<file path="config.mk">
export PLATFORM = sky130hd
export DESIGN_NAME = muldiv_unit
export DESIGN_NICKNAME = d
export VERILOG_FILES = /design/src/rtl/muldiv_unit.sv
export SDC_FILE = /design/constraint.sdc
export NUM_CORES = 1
export LEC_CHECK = 0
export ABC_CLOCK_PERIOD_IN_PS = 10000
export BUFFER_PORTS_ARGS = -buffer_cell sky130_fd_sc_hd__buf_4
export CORE_UTILIZATION = 55
export DETAILED_ROUTE_END_ITERATION = 12
export PLACE_DENSITY = 0.82
export SYNTH_ARGS = -nofsm -noshare
export SYNTH_HDL_FRONTEND = slang
export SYNTH_SLANG_ARGS = --single-unit
</file>
<file path="constraint.sdc">
create_clock -name clk -period 10 [get_ports clk]
set_input_delay 0.5 -clock clk [delete_from_list [all_inputs] [get_ports clk]]
set_output_delay 0.5 -clock clk [all_outputs]
set_load 0.005 [all_outputs]
</file>
<file path="src/rtl/muldiv_unit.sv">
// muldiv_unit: iterative multiply/divide execution unit with HI/LO registers.
// MULT/MULTU use a radix-2 shift/add loop and DIV/DIVU use a restoring loop.
// Each loop produces one bit per cycle over WIDTH cycles.
// A single sign fix-up cycle follows the loop.
// MFHI/MFLO/MTHI/MTLO complete on the accepting edge.
// Optional feature: define MULDIV_DZ_TRAP_EN to trap divide-by-zero.
// The trap adds the dz output port.
module muldiv_unit #(
   parameter int WIDTH = 32
) (
   input  logic             clk,
   input  logic             rst_n,
   input  logic             start,
   input  logic [5:0]       funct,
   input  logic [WIDTH-1:0] a,
   input  logic [WIDTH-1:0] b,
   output logic             busy,
   output logic             done,
   output logic             illegal,
   output logic [WIDTH-1:0] result,
   output logic [WIDTH-1:0] hi,
   output logic [WIDTH-1:0] lo
`ifdef MULDIV_DZ_TRAP_EN
   ,
   output logic             dz
`endif
);

   localparam logic [5:0] F_MFHI  = 6'b010000;
   localparam logic [5:0] F_MTHI  = 6'b010001;
   localparam logic [5:0] F_MFLO  = 6'b010010;
   localparam logic [5:0] F_MTLO  = 6'b010011;
   localparam logic [5:0] F_MULT  = 6'b011000;
   localparam logic [5:0] F_MULTU = 6'b011001;
   localparam logic [5:0] F_DIV   = 6'b011010;
   localparam logic [5:0] F_DIVU  = 6'b011011;

   localparam int            CW       = $clog2(WIDTH);
   localparam logic [CW-1:0] CNT_INIT = CW'(WIDTH - 1);

   typedef enum logic [1:0] {
      IDLE = 2'd0,
      CALC = 2'd1,
      FIX  = 2'd2
   } state_t;

   state_t state, state_next;

   // Iteration state: opnd is the multiplicand or divisor magnitude.
   // For multiply, {acc, shreg} is the running product and shreg starts as the multiplier.
   // For divide, acc is the remainder and shreg shifts the dividend out while quotient bits shift in.
   logic [CW-1:0]    count;
   logic [WIDTH-1:0] opnd;
   logic [WIDTH-1:0] acc;
   logic [WIDTH-1:0] shreg;
   logic             sign_a;
   logic             sign_b;
   logic             is_div;

   // Control strobes from the next-state logic
   logic load;
   logic write_mf;
   logic write_mt;
   logic done_next;
   logic illegal_next;
`ifdef MULDIV_DZ_TRAP_EN
   logic dz_next;
   logic b_zero;
   assign b_zero = (b == '0);
`endif

   // Operand decode and magnitude extraction for the signed variants
   logic             op_signed;
   logic             op_div;
   logic             a_neg;
   logic             b_neg;
   logic [WIDTH-1:0] a_mag;
   logic [WIDTH-1:0] b_mag;

   assign op_signed = (funct == F_MULT) || (funct == F_DIV);
   assign op_div    = (funct == F_DIV)  || (funct == F_DIVU);
   assign a_neg     = op_signed & a[WIDTH-1];
   assign b_neg     = op_signed & b[WIDTH-1];
   assign a_mag     = a_neg ? (WIDTH'(0) - a) : a;
   assign b_mag     = b_neg ? (WIDTH'(0) - b) : b;

   // One multiply step: conditional add of the multiplicand, then shift right
   // with the carry entering the top of the product.
   logic [WIDTH:0] mul_sum;
   assign mul_sum = {1'b0, acc} + (shreg[0] ? {1'b0, opnd} : {(WIDTH+1){1'b0}});

   // One restoring-divide step: shift the next dividend bit into the remainder
   // and trial-subtract. The partial remainder stays below the divisor, so the
   // WIDTH-bit difference is exact whenever the subtraction succeeds.
   logic [WIDTH:0]   div_shift;
   logic [WIDTH-1:0] div_trial;
   logic             div_ok;
   assign div_shift = {acc, shreg[WIDTH-1]};
   assign div_trial = div_shift[WIDTH-1:0] - opnd;
   assign div_ok    = (div_shift >= {1'b0, opnd});

   // Sign fix-up: product and quotient negate on differing signs, remainder follows a
   logic [2*WIDTH-1:0] prod;
   logic [2*WIDTH-1:0] prod_fix;
   logic [WIDTH-1:0]   quo_fix;
   logic [WIDTH-1:0]   rem_fix;
   assign prod     = {acc, shreg};
   assign prod_fix = (sign_a ^ sign_b) ? ({(2*WIDTH){1'b0}} - prod) : prod;
   assign quo_fix  = (sign_a ^ sign_b) ? (WIDTH'(0) - shreg) : shreg;
   assign rem_fix  = sign_a ? (WIDTH'(0) - acc) : acc;

   assign busy = (state != IDLE);

   // State register
   always_ff @(posedge clk or negedge rst_n) begin
      if (!rst_n) begin
         state <= IDLE;
      end else begin
         state <= state_next;
      end
   end

   // Next-state decode and per-cycle control strobes
   always_comb begin
      state_next   = state;
      load         = 1'b0;
      write_mf     = 1'b0;
      write_mt     = 1'b0;
      done_next    = 1'b0;
      illegal_next = 1'b0;
`ifdef MULDIV_DZ_TRAP_EN
      dz_next      = 1'b0;
`endif
      case (state)
         IDLE: begin
            if (start) begin
               case (funct)
                  F_MFHI, F_MFLO: begin
                     write_mf  = 1'b1;
                     done_next = 1'b1;
                  end
                  F_MTHI, F_MTLO: begin
                     write_mt  = 1'b1;
                     done_next = 1'b1;
                  end
                  F_MULT, F_MULTU: begin
                     load       = 1'b1;
                     state_next = CALC;
                  end
                  F_DIV, F_DIVU: begin
`ifdef MULDIV_DZ_TRAP_EN
                     if (b_zero) begin
                        dz_next   = 1'b1;
                        done_next = 1'b1;
                     end else begin
                        load       = 1'b1;
                        state_next = CALC;
                     end
`else
                     load       = 1'b1;
                     state_next = CALC;
`endif
                  end
                  default: begin
                     illegal_next = 1'b1;
                  end
               endcase
            end
         end
         CALC: begin
            illegal_next = start;
            if (count == '0) begin
               state_next = FIX;
            end
         end
         FIX: begin
            illegal_next = start;
            done_next    = 1'b1;
            state_next   = IDLE;
         end
         default: begin
            state_next = IDLE;
         end
      endcase
   end

   // Registered single-cycle status pulses
   always_ff @(posedge clk or negedge rst_n) begin
      if (!rst_n) begin
         done    <= 1'b0;
         illegal <= 1'b0;
`ifdef MULDIV_DZ_TRAP_EN
         dz      <= 1'b0;
`endif
      end else begin
         done    <= done_next;
         illegal <= illegal_next;
`ifdef MULDIV_DZ_TRAP_EN
         dz      <= dz_next;
`endif
      end
   end

   // Iterative datapath: operand latch on accept, one bit per CALC cycle
   always_ff @(posedge clk or negedge rst_n) begin
      if (!rst_n) begin
         count  <= '0;
         opnd   <= '0;
         acc    <= '0;
         shreg  <= '0;
         sign_a <= 1'b0;
         sign_b <= 1'b0;
         is_div <= 1'b0;
      end else if (load) begin
         count  <= CNT_INIT;
         opnd   <= op_div ? b_mag : a_mag;
         acc    <= '0;
         shreg  <= op_div ? a_mag : b_mag;
         sign_a <= a_neg;
         sign_b <= b_neg;
         is_div <= op_div;
      end else if (state == CALC) begin
         count <= count - 1'b1;
         if (is_div) begin
            acc   <= div_ok ? div_trial : div_shift[WIDTH-1:0];
            shreg <= {shreg[WIDTH-2:0], div_ok};
         end else begin
            acc   <= mul_sum[WIDTH:1];
            shreg <= {mul_sum[0], shreg[WIDTH-1:1]};
         end
      end
   end

   // Architectural HI/LO and the MFHI/MFLO read register
   always_ff @(posedge clk or negedge rst_n) begin
      if (!rst_n) begin
         hi     <= '0;
         lo     <= '0;
         result <= '0;
      end else begin
         if (write_mf) begin
            result <= funct[1] ? lo : hi;
         end
         if (write_mt) begin
            if (funct[1]) begin
               lo <= a;
            end else begin
               hi <= a;
            end
         end
         if (state == FIX) begin
            if (is_div) begin
               hi <= rem_fix;
               lo <= quo_fix;
            end else begin
               hi <= prod_fix[2*WIDTH-1:WIDTH];
               lo <= prod_fix[WIDTH-1:0];
            end
         end
      end
   end

endmodule
</file>
# == Yosys cells after proc, flatten, opt, wreduce, memory -nomap -nowiden ==
# Cells that the tools add are included.
# word_totals
register_bits,204
out_inout_bits,99
# classes
eq_ne,14
bitwise,3
order_cmp,1
n_mux,45
n_reduce_logical,17
n_addsub,8
# ops
cell,count
$mux 32,23
$sub 1x32->32 const A,4
$mux 64,1
$sub 1x64->64 const A,1
$eq 6x5->1 const B,8
$add 32x32->33,1
$ge 33x32->1,1
$sub 32x32->32,1
$mux 1,13
$mux 5,2
$reduce_bool 2->1,4
$reduce_or 4->1,2
$reduce_or 8->1,1
$mux 2,3
$ne 2x2->1 const B,3
$reduce_or 2->1,3
$logic_not 5->1,1
$sub 5x1->5 const B,1
$pmux 1 s2,2
$pmux 2 s2,1
$reduce_and 2->1,2
$reduce_and 3->1,1
$and 1x1->1,2
$eq 2x1->1 const B,1
other kinds (5),6

# == Depth between registers and ports, before layout ==
# Gate-level depths: netlist of run 1.
# logic_depth
word_depth,7
mapped_depth,16

# == Least setup slack after synthesis of run 1 ==
# Ideal clock, no wire load.
# synth_timing
kind,register to register
from,reg shreg[0]
to,reg acc[31]
period_less_slack_ns,3.597
slack_ns,6.403
stages_incl_launch_ff,16
required_ns,9.878
t_arrival_ns,3.475
cell_sequence,dfrtp_1 > clkbuf_1 > inv_1 > clkbuf_1 > nor2_1 > ha_1 > o211ai_1 > a21oi_1 > nor4b_1 > o21ai_0 > a31oi_1 > o31ai_1 > a311oi_1 > o31ai_1 > a211o_1 > a32o_1
# synth_between
elab_chain_cells,5
# synth_rtl
element,line,text
"start, declared",55,logic [WIDTH-1:0] shreg;
"start signal, assigned",218,shreg <= op_div ? a_mag : b_mag;
"start signal, assigned",226,"shreg <= {shreg[WIDTH-2:0], div_ok};"
"start signal, assigned",229,"shreg <= {mul_sum[0], shreg[WIDTH-1:1]};"
$mux 32,90,"assign mul_sum = {1'b0, acc} + (shreg[0] ? {1'b0, opnd} : {(WIDTH+1){1'b0}});"
$add 32x32->33,90,
$mux 32,224,if (is_div) begin
$mux 32,222,end else if (state == CALC) begin
$mux 32,214,end else if (load) begin
"end signal, assigned",225,acc <= div_ok ? div_trial : div_shift[WIDTH-1:0];
"end signal, assigned",228,acc <= mul_sum[WIDTH:1];
"end, declared",54,logic [WIDTH-1:0] acc;
# Every way passes these cells. The select of a mux whose other input is x is not followed.
# A chain may end at the register's enable or synchronous reset.

# == Final worst setup path of run 1 ==
# Ends and elaborated chain as after synthesis.

==> impl_metrics.tcl, run 1 <==
set metrics [dict create \
    routed_via_density 6.448 \
    synth_top_cell_by_area "sky130_fd_sc_hd__dfrtp_1" \
    worstPathCellList "inv_1, buf_4, nor2_1, ha_1, o211ai_1, a21oi_1, nor4b_1, o21ai_0, a31oi_1, o31ai_1, a311oi_1, o31ai_1, a211o_1, a32o_1" \
    skew_ns 0.03700 \
    fraction_of_synthesized_cell_area_taken_by_the_top_area_cell_type_pct 30.53 \
    required_ns 10.41 \
    fillerInstances 2538 \
    post_drt_wl_per_cell_um 22.12 \
    die_width_um 176.4 \
    floorplan.initialDensity_pct 56.12 \
    violations "hold timing" \
    largest_net_degree_at_the_start_of_global_routing 97 \
    outcome "finished with violations" \
    remaining_drc_errors 0 \
    timing.final.crit_share_pct 44.08 \
    mostFrequentLayoutCells "sky130_fd_sc_hd__nand2_1, sky130_fd_sc_hd__o21ai_0, sky130_fd_sc_hd__a21oi_1, sky130_fd_sc_hd__dfrtp_1, sky130_fd_sc_hd__nor2_1" \
    insertedDiodeCount 0 \
    core-area_um2 29800 \
    netlist_area_um2 16720 \
    cts.repair.resized 0 \
    synth_enable_flop_cells 0 \
    placed_cells_incl_taps 2533 \
    row_count 63 \
    ys_warn_count 0 \
    buffer_ports.inserted 171 \
    max-vdd-ir-drop_mv 0.1487 \
    report.final.slew_viol_count 0 \
    timing.critical_path.slowest_stage_cell "sky130_fd_sc_hd__a311oi_1" \
    cts_hold_buf 0 \
    min_delay_worst_type "in2async" \
    path_max_fanout 29 \
    worstMarginPinSlew_ns 1.272 \
    hpwlAfterDp_um 42340 \
    timing.critical_path.from_type "flip-flop" \
    clock_tree_from_tritoncts "built" \
    reported_max_cap_violation_count 0 \
    ant_nets 0 \
    synth.lib_cells_used.distinct 75 \
    cellPowerDensity_nw_per_um2 308.8 \
    path_class "reg2reg" \
    final_nets 2318 \
    critPathMostFrequentCell "sky130_fd_sc_hd__o31ai_1" \
    first_pass_iters 6 \
    period_minus_slack_ns 4.408 \
    finalWirelength_um 57000 \
    htree_num_levels 1 \
    setup-tns-final_ns 0 \
    clkTransAtPathRegs_ns 0.06 \
    fin_worst_hold_slack_ns -0.007392 \
    finalHoldViolations 4 \
    first_global_vias 15670 \
    vias 16620 \
    dominantRegCellSynth "sky130_fd_sc_hd__dfrtp_1" \
    post_layout_nonfiller_instances 2577 \
    grt_overflow_total 0 \
    detailedRoute.firstIterationViolations 1790 \
    grt_usage_pct 36.81 \
    grt_antenna_before_repair 0 \
    p_leak_nw 8.466 \
    area_of_the_die_um2 31100 \
    share_of_async_settable_or_async_resettable_flops_after_synthesis_pct 100.0 \
    synth_fp_nets 2253 \
    numClockSinks 204 \
    synth_cells 2104 \
    finish.utilization_pct 63.58 \
    die_height_um 176.4 \
    most_common_cell_after_layout_fill_and_taps_aside "sky130_fd_sc_hd__nand2_1" \
    insertion_delay_ns 0.55 \
    worst-r2r-cell-count 14 \
    cpPeakStageDelay_ns 0.56 \
    root_buffer "sky130_fd_sc_hd__clkbuf_16" \
    worstSetupEndpointType "flip-flop" \
    clockBufferDepth 3 \
    boundaryPins 172 \
    synth_seq_cells 204 \
    cts_post_setup_buffers_inserted 0 \
    slew_headroom_pct 14.99 \
    post_synth.cell_area_avg_um2 7.947 \
    fraction_of_final_layout_cells_with_drive_strength_greater_than_1_pct 11.98 \
    synth_top_cells_by_area "sky130_fd_sc_hd__dfrtp_1, sky130_fd_sc_hd__mux2i_1, sky130_fd_sc_hd__o21ai_0" \
    setup_repair_after_global_routing_missed_its_margin "false" \
    gp_congestion 0.9799 \
    fmaxAchievable_mhz 226.9 \
    critPathArrivalTime_ns 4.82 \
    setup_failing_eps_final 0 \
    syn2layout_area_growth_pct 13.29 \
    synth_seq_area_share_pct 30.53 \
    grt_first_pass_wirelength_um 89370 \
    cts_buffers 24 \
]
-- worst max-delay path: cells and delay by family, from the launching register on --
kind / cells / cell delay [ns]
flops: 1 / 0.46
compound gates: 9 / 2.56
simple gates: 2 / 0.40
fa+ha+maj: 1 / 0.34
buf+inv: 2 / 0.49
-- layer usage --
layer | GRT usage, % | up-vias | wire (um)
met5 | 0 | - | 0
met4 | 14.91 | 0 | 2316
met3 | 8.549 | 132 | 6056
met2 | 55.86 | 889 | 24540
met1 | 50.47 | 7954 | 24090
li1 | - | 7642 | -
-- sequential cells by signal, summed over array words and instances (netlist names), 2 cells and up --
name,count
acc,32
hi,32
lo,32
opnd,32
result,32
shreg,32
count,5
state,2
-- power breakdown --
group	switching, mW	total (mW)	internal, mW	leakage, nW
combinational	1.85	3.18	1.32	5.61
clock	0.382	0.941	0.559	0.413
sequential	0.540	1.73	1.19	2.45
total	2.78	5.85	3.07	8.47
-- layout make-up --
cell class	instances	area (um2)	share of cell area (%)
Clock buffer	32	680.7	3.593
Clock inverter	12	165.2	0.8719
Inverter	70	262.8	1.387
Multi-Input combinational cell	1684	10840	57.24
Sequential cell	204	5109	26.97
Tap cell	390	488.0	2.576
Timing Repair Buffer	185	1395	7.365
-- kinds of logic after synthesis --
| kind of cell | Yosys count | share of synthesized area, % |
|---|---|---|
| AO/OA/AOI/OAI | 671 | 24.33 |
| XOR/XNOR | 178 | 9.324 |
| adder cells (fa/ha/maj) | 76 | 5.777 |
| buffers and inverters | 216 | 4.976 |
| flip-flops | 204 | 30.53 |
| multiplexers | 133 | 7.977 |
| AND/OR/NAND/NOR | 626 | 17.09 |
-- path summary, 6_finish.rpt --
kind	from	to	slack, ns
max	shreg[0]$_DFFE_PN0P_	acc[31]$_DFFE_PN0P_	5.59
min	rst_n	result[11]$_DFFE_PN0P_	-0.007
max reg2reg	shreg[0]$_DFFE_PN0P_	acc[31]$_DFFE_PN0P_	5.59
min reg2reg	opnd[26]$_DFFE_PN0P_	opnd[26]$_DFFE_PN0P_	0.48
max in group asynchronous	rst_n	is_div$_DFFE_PN0P_	7.84
min in group clk	start	illegal$_DFF_PN0_	0.25
-- stage by stage --
| stage | worst slack [ns] | power [mW] | area [um2] |
|---|---|---|---|
| after floorplan | 6.403 | 3.716 | 16720 |
| after global placement | 5.774 | 4.736 | 18100 |
| after detailed placement | 5.690 | 4.815 | 18100 |
| after CTS | 5.656 | 5.771 | 18940 |
| after global routing | 5.264 | 6.259 | 18940 |
| final | 5.592 | 5.850 | 18940 |
-- synth_stat cells, drive strengths merged, types with 6 or more instances --
cell type and number:
nor3 35, dfrtp 204, xor2 88, and3 12, nand2 228, o41ai 10, clkbuf 112, ha 74
o21ai 229, o211ai 47, xnor2 90, nand4 22, inv 70, or4 8, nor4 23, and2 8
o31ai 19, nor2 193, o21bai 11, nor3b 8, buf 34, a21o 33, nand2b 16, a21oi 206
or3 9, a31oi 24, nand3 27, o221ai 6, nor2b 18, a211oi 27, a221oi 15, mux2i 131
Power figures use the tool's default switching activity.
==> inputs of run 2 (changes only) <==
ABC_CLOCK_PERIOD_IN_PS = 4300   (was 10000)
clock period = 4.3 ns   (was 10 ns; I/O delays follow)
==> impl_metrics.tcl, run 2 (synthesized netlist as in run 1, its figures left out) <==
set metrics [dict create \
    detailedRoute.firstIterationViolations 2037 \
    most_common_cell_after_layout_fill_and_taps_aside "sky130_fd_sc_hd__nand2_1" \
    area_of_the_die_um2 31100 \
    cpPeakStageDelay_ns 0.58 \
    fraction_of_final_layout_cells_with_drive_strength_greater_than_1_pct 13.65 \
    timing.final.crit_share_pct 94.45 \
    grt_usage_pct 38.51 \
    cellPowerDensity_nw_per_um2 725.2 \
    share_comb_of_total_power_pct 57.3 \
    timing.critical_path.from_type "flip-flop" \
    power.internal_mw 7.319 \
    routed_via_density 6.543 \
    syn2layout_area_growth_pct 15.48 \
    sequentialPowerShare_pct 27.0 \
    path_max_fanout 11 \
    skew_ns 0.02271 \
    setup-tns-final_ns 0 \
    numClockSinks 204 \
    finish.utilization_pct 64.81 \
    core-area_um2 29800 \
    path_class "reg2reg" \
    post_layout_nonfiller_instances 2625 \
    placed_cells_incl_taps 2576 \
    setup_failing_eps_final 0 \
    p_leak_nw 8.700 \
    worstMarginPinSlew_ns 1.283 \
    fmaxAchievable_mhz 246.2 \
    total_switching_power_mw 6.685 \
    largest_net_degree_at_the_start_of_global_routing 105 \
    grt_antenna_before_repair 0 \
    critPathMostFrequentCell "sky130_fd_sc_hd__o31ai_1" \
    floorplan.initialDensity_pct 56.12 \
    row_count 63 \
    setup_repair_after_global_routing_missed_its_margin "false" \
    fillerInstances 2531 \
    grt_first_pass_wirelength_um 92450 \
    grt_overflow_total 0 \
    cts.repair.resized 0 \
    vias 17180 \
    outcome "finished, final reports clean" \
    mostFrequentLayoutCells "sky130_fd_sc_hd__nand2_1, sky130_fd_sc_hd__o21ai_0, sky130_fd_sc_hd__buf_4, sky130_fd_sc_hd__a21oi_1, sky130_fd_sc_hd__dfrtp_1" \
    finalWirelength_um 60020 \
    slew_headroom_pct 14.28 \
    ant_nets 0 \
    htree_num_levels 1 \
    timing.critical_path.slowest_stage_cell "sky130_fd_sc_hd__a311oi_1" \
    sw_ratio_pct 47.74 \
    first_pass_iters 7 \
    required_ns 4.73 \
    clock_tree_from_tritoncts "built" \
    finalHoldViolations 0 \
    gp_congestion 1.027 \
    cts_buffers 25 \
    insertedDiodeCount 0 \
    clkTransAtPathRegs_ns 0.06 \
    period_minus_slack_ns 4.061 \
    post_drt_wl_per_cell_um 22.86 \
    boundaryPins 172 \
    buffer_ports.inserted 171 \
    clockBufferDepth 3 \
    die_width_um 176.4 \
    worstPathCellList "inv_1, nor2_1, ha_1, a21o_1, a21oi_1, nor3b_1, o21ai_0, a31oi_1, o31ai_1, a311oi_1, o31ai_1, a211o_1, a32o_1" \
    report.final.slew_viol_count 0 \
    critPathArrivalTime_ns 4.49 \
    insertion_delay_ns 0.56 \
    detailed_place.area_um2 18430 \
    worstSetupEndpointType "flip-flop" \
    reported_max_cap_violation_count 0 \
    final_nets 2365 \
    design_area_um2 19310 \
    remaining_drc_errors 0 \
    min_delay_worst_type "in2reg" \
    hpwlAfterDp_um 44690 \
    clock_power_share_pct 15.7 \
    die_height_um 176.4 \
    max-vdd-ir-drop_mv 0.4599 \
    root_buffer "sky130_fd_sc_hd__clkbuf_16" \
    first_global_vias 15880 \
]
## run 2: changes by cell type in the layout (fill, tap and decap cells not counted), moves of 2 or more
cell                            previous run  this run
sky130_fd_sc_hd__clkbuf_1                  3         5
sky130_fd_sc_hd__clkinv_4                  0         2
sky130_fd_sc_hd__buf_4                   184       226
sky130_fd_sc_hd__dlygate4sd3_1             0         3
sky130_fd_sc_hd__clkinv_2                  6         4
## run 2: per-stage QoR
stage / power [mW] / setup slack [ns] / hold WS (ns)
floorplan: 8.642 / 0.7031 / -0.08059
global placement: 11.37 / 0.5170 / 0.3853
detailed placement: 11.54 / 0.4284 / 0.3859
CTS: 13.79 / 0.3892 / 0.005191
global route: 14.89 / 0.05014 / 0.03567
finish: 14.00 / 0.2388 / 0.01391
## run 2: final timing paths
check	start	to	slack, ns	cells past startpoint
worst max-delay path	shreg[0]$_DFFE_PN0P_	acc[31]$_DFFE_PN0P_	0.24	13
worst min-delay path	a[26]	hi[26]$_DFFE_PN0P_	0.01	3
worst max register to register	shreg[0]$_DFFE_PN0P_	acc[31]$_DFFE_PN0P_	0.24	13
worst min register to register	opnd[22]$_DFFE_PN0P_	opnd[22]$_DFFE_PN0P_	0.50	2
max in group asynchronous	rst_n	opnd[1]$_DFFE_PN0P_	2.90	3
min in group asynchronous	rst_n	result[2]$_DFFE_PN0P_	0.33	2
## run 2: worst max-delay path, delay by kind of cell, from the launching register on
kind / cells / cell delay [ns]
buffers and inverters: 1 / 0.36
AND/OR/NAND/NOR: 2 / 0.31
adder cells (fa/ha/maj): 1 / 0.36
AO/OA/AOI/OAI: 9 / 2.41
flip-flops: 1 / 0.47
## run 2: metal layers
| layer | track usage (%) | routed length [um] | vias up |
|---|---|---|---|
| li1 | - | - | 7757 |
| met1 | 54.12 | 24620 | 8165 |
| met2 | 58.65 | 26170 | 1084 |
| met3 | 7.149 | 6797 | 169 |
| met4 | 14.69 | 2436 | 0 |
| met5 | 0 | 0 | - |
## run 2: cell type report
cell class	count	area [um2]	area share, %
well taps	390	488.0	2.527
multi-input cells	1684	10840	56.15
flip-flops and latches	204	5109	26.46
repair buffers	231	1760	9.117
clock inverters	11	133.9	0.6933
clock buffers	35	713.2	3.693
inverters	70	262.8	1.361
## run 2: timing repair
action                                 4_1_cts  5_1_grt
endpoints found under the hold margin      104        0
setup buffers                                0        0
hold buffers                                 3        0
setup endpoints to repair                    0        0
## run 2: power groups by stage
stage               clock network [mW]  registers (mW)  logic [mW]
finish                            2.20            3.78        8.03
global route                      2.29            3.85        8.75
CTS                               2.20            3.72        7.86
detailed placement                   0            3.74        7.80
global placement                     0            3.69        7.68
floorplan                            0            3.46        5.18
